<file path="src/rtl/dffrf_pkg.sv">
// rtl/dffrf_pkg.sv - shared constants and types for the DFF register file
package dffrf_pkg;

  localparam int WIDTH_DEF = 32;
  localparam int DEPTH_DEF = 32;
  localparam int ADDR_W    = 5;

  typedef logic [WIDTH_DEF-1:0] word_t;
  typedef logic [ADDR_W-1:0]    addr_t;

endpackage

</file>
<file path="src/rtl/dffrf_word.sv">
// rtl/dffrf_word.sv - one storage word with async active-low clear and load enable
module dffrf_word #(
  parameter int WIDTH = 32
) (
  input  logic             clk,
  input  logic             rst_n,
  input  logic             load,
  input  logic [WIDTH-1:0] d,
  output logic [WIDTH-1:0] q
);

  // An unknown load falls through to hold, so a corrupt WE never changes storage.
  always_ff @(posedge clk or negedge rst_n) begin
    if (!rst_n) begin
      q <= '0;
    end else if (load) begin
      q <= d;
    end
  end

endmodule

</file>
<file path="src/rtl/dffrf_2r1w_32x32.sv">
// rtl/dffrf_2r1w_32x32.sv - flop-based 2-read 1-write register file
module dffrf_2r1w_32x32
  import dffrf_pkg::*;
#(
  parameter int WIDTH   = WIDTH_DEF,
  parameter int DEPTH   = DEPTH_DEF,
  parameter bit R0_ZERO = 1'b0
) (
  input  logic             CLK,
  input  logic             RST_N,
  input  addr_t            RA,
  output logic [WIDTH-1:0] DA,
  input  addr_t            RB,
  output logic [WIDTH-1:0] DB,
  input  addr_t            RW,
  input  logic             WE,
  input  logic [WIDTH-1:0] DW
);

  logic [DEPTH-1:0] wr_dec;
  logic [DEPTH-1:0] wr_load;
  logic [WIDTH-1:0] mem [DEPTH];

  always_comb begin
    wr_dec     = '0;
    wr_dec[RW] = 1'b1;
  end

  for (genvar i = 0; i < DEPTH; i++) begin : g_word
    // With R0_ZERO the word 0 flops never load and stay at their reset value.
    assign wr_load[i] = wr_dec[i] & WE & ~(R0_ZERO && (i == 0));

    dffrf_word #(
      .WIDTH (WIDTH)
    ) u_word (
      .clk   (CLK),
      .rst_n (RST_N),
      .load  (wr_load[i]),
      .d     (DW),
      .q     (mem[i])
    );
  end

  // No write bypass: reads see storage only, so a pending write shows after the edge.
  always_comb begin
    DA = mem[RA];
    if (R0_ZERO && (RA == '0)) begin
      DA = '0;
    end
  end

  always_comb begin
    DB = mem[RB];
    if (R0_ZERO && (RB == '0)) begin
      DB = '0;
    end
  end

endmodule

</file>
<file path="config.mk">
export PLATFORM = sky130hd
export DESIGN_NAME = dffrf_2r1w_32x32
export DESIGN_NICKNAME = d
export VERILOG_FILES = /design/src/rtl/dffrf_pkg.sv /design/src/rtl/dffrf_word.sv /design/src/rtl/dffrf_2r1w_32x32.sv
export SDC_FILE = /design/constraint.sdc
export NUM_CORES = 2
export LEC_CHECK = 0
export CAP_MARGIN = 0
export CORE_UTILIZATION = 35
export CTS_BUF_LIST = sky130_fd_sc_hd__clkbuf_4
export CTS_CLUSTER_DIAMETER = 100
export DETAILED_ROUTE_END_ITERATION = 8
export PLACE_DENSITY_LB_ADDON = 0.15
export RECOVER_POWER = 50
export SLEW_MARGIN = 10
export SYNTH_ARGS = -nofsm -noshare
export SYNTH_HDL_FRONTEND = slang
export SYNTH_SLANG_ARGS = --single-unit
</file>
<file path="constraint.sdc">
create_clock -name CLK -period 1.6 [get_ports CLK]
set_input_delay 0.24 -clock CLK [delete_from_list [all_inputs] [get_ports CLK]]
set_output_delay 0.24 -clock CLK [all_outputs]
set_load 0.02 [all_outputs]
</file>
==> metrics.txt <==
status=finished, violations left; failing checks=negative setup slack; Routed WL=206000 um; Die Ht=403 um; Final #Nets=5394; initial core utilization=35.4%; CTS Buf Count=311; sequential-to-total area share from yosys stat=45.6%; site row count=146; dpl ws=-1.58 ns; crit path launch type=register; Post-DP Area=65800 um2; Reg area=25600 um2; ANT nets after route=0; post-synth top area share=45.6%; Mapped Avg Cell Area=12.2 um2; crit path time final=3.04 ns; IO Pins=114; Synth area leader=dfrtp_1; Largest register FFs=1024; CTS root buf=clkbuf_4; Max FO, Critical Path=3; htree depth=5; via count=42000; die area=162000 um2; Final Hold Viols=0; Post-route DRC=0; drt pass-1 iters=6; WL/cell=27.2 um; layout cell share with drive strength beyond 1=44.2%; area growth from synthesis to layout=24.5%; Layout fillers=15000; CP Class=reg2out; Final Slew Violations=0; HPWL Detailed=138000 um; worst slew pin tran=1.21 ns; RSZ-0062 raised after global routing=true; VDD IR max=761 uV; largest cells by area after synthesis=dfrtp_1, mux2_2, mux2i_1, a22oi_1, a22o_1; initial antenna violation count=4; Core ar.=159000 um2; max-cap violations=0; Fmax=0.329 GHz; Final setup viols=912; gpl congestion=0.832; largest net degree at the start of global routing=73; PnR Total Power=78.6 mW; vias per std cell=5.53; Net Count, Synth=4655; Distinct cells, synth=28; synthesized area=56300 um2; final worst setup slack=-1.44 ns; Tot GR Track Use=25.3%; Synth Register Bits=1024; Congestion Overflow GR=0; Clock Skews=0 ns; vias in the first global route=43700; Synth Instances=4605; commonest cells after routing, fill and taps aside=dfrtp_1, mux2i_1, mux2_2; first-pass GRT wire length=305000 um; multi-input logic area=29500 um2; hold slack final=0.0849 ns; worst skew pair latency=1.31 ns; Rel. slew slack=19.0%; YS warnings=0; initial drt markers=2695; clk buf depth=4; Clock Sinks=1024; Hold Path Class=in2reg; fin area=70000 um2; Die X=403 um; Worst-path clk slew=0.06 ns; worst path required time=1.36 ns; Worst setup EP type=primary output; Final TNS setup=-188.57 ns; Regs by FF count=g_word.u_word.q: 1024 flops; IO Port Bufs=113; leading cell type in the layout, fill and taps excluded=dfrtp_1; CTS tree=done; Pwr per Cell Area=1120 nW/um2; largest register by flop count=g_word.u_word.q; WP data arrival=2.80 ns; Final period util=190%; leak pwr=33.5 nW
==> worst paths after layout <==
kind	depth (start not counted)	from	slack, ns	endpoint
max in group asynchronous	7	RST_N	-0.31	g_word[10].u_word.q[26]
max reg2reg	3	g_word[3].u_word.q[9]	0.59	g_word[3].u_word.q[9]
min	6	RW[1]	0.08	g_word[26].u_word.q[11]
max	6	g_word[1].u_word.q[22]	-1.44	DB[22]
min reg2reg	1	g_word[12].u_word.q[5]	0.51	g_word[12].u_word.q[5]
min in group asynchronous	5	RST_N	0.73	g_word[0].u_word.q[8]
==> cell usage after synthesis (all sizes together) <==
cell type,instances
nor2,19
a31oi,64
nand3b,4
nor3,65
or3b,1
or2,3
mux2i,1024
and3b,1
buf,256
a21oi,192
and3,1
dfrtp,1024
a22oi,192
nand3,194
nand2b,4
nand2,211
clkbuf,188
a22o,128
and2,2
nor3b,4
nor2b,4
mux2,1024
==> layout make-up <==
class	count	share of cell area, %
clock buffer	444	4.76
multi-input combinational	3137	42.1
antenna	7	0.0250
clock inverter	43	0.352
tap	2072	3.70
timing repair buffer	870	12.4
sequential	1024	36.6
==> worst max-delay path, cell delays in order (launching register included) <==
cell	delay (ns)
dfrtp_1	0.41
mux2i_2	0.19
a22o_1	0.21
nor3_2	0.05
a31oi_1	0.20
nand3_2	0.20
buf_6	0.21
==> cell families (layout without fill, tap and decap cells) <==
family / Yosys count / count (layout) / synth area share, %
muxes: 2048 / 2048 / 38.7
DFF: 1024 / 1024 / 45.6
and+or+nand+nor: 513 / 513 / 4.38
other: 0 / 7 / 0
AOI/OAI and AO/OA: 576 / 576 / 6.98
buffers and inverters: 444 / 1357 / 4.37
==> metal layers <==
| metal | track usage [%] | vias to the layer above | wire length (um) |
|---|---|---|---|
| li1 | - | 18700 | - |
| met4 | 6.53 | 4 | 4640 |
| met1 | 36.6 | 21900 | 98700 |
| met2 | 38.9 | 1130 | 92900 |
| met5 | 0 | - | 23 |
| met3 | 4.20 | 317 | 10100 |
==> power breakdown <==
group	total, mW	switching, mW	leakage (nW)	internal, mW
Clock	24.8	11.8	2.17	13.0
Combinational	19.1	8.88	18.2	10.2
Sequential	34.7	3.69	13.1	31.0
Total	78.6	24.4	33.5	54.3
==> per-stage QoR <==
stage	utilization [%]	cells
5_1_grt	44.0	7595
3_5_place_dp	41.4	7068
4_1_cts	44.4	7591
6_report	44.0	7597
3_3_place_gp	41.4	7068
2_1_floorplan	-	4605
==> what timing repair did <==
| item | 4_1_cts | 5_1_grt |
|---|---|---|
| resized for setup | 392 | 82 |
| endpoints found under the setup margin | 64 | 116 |
| buffers inserted | 3 | 2 |
| hold buffers | 38 | 0 |
| hold endpoints to repair | 2048 | 0 |
| pin swaps | 102 | 111 |
Power figures use the tool's default switching activity.
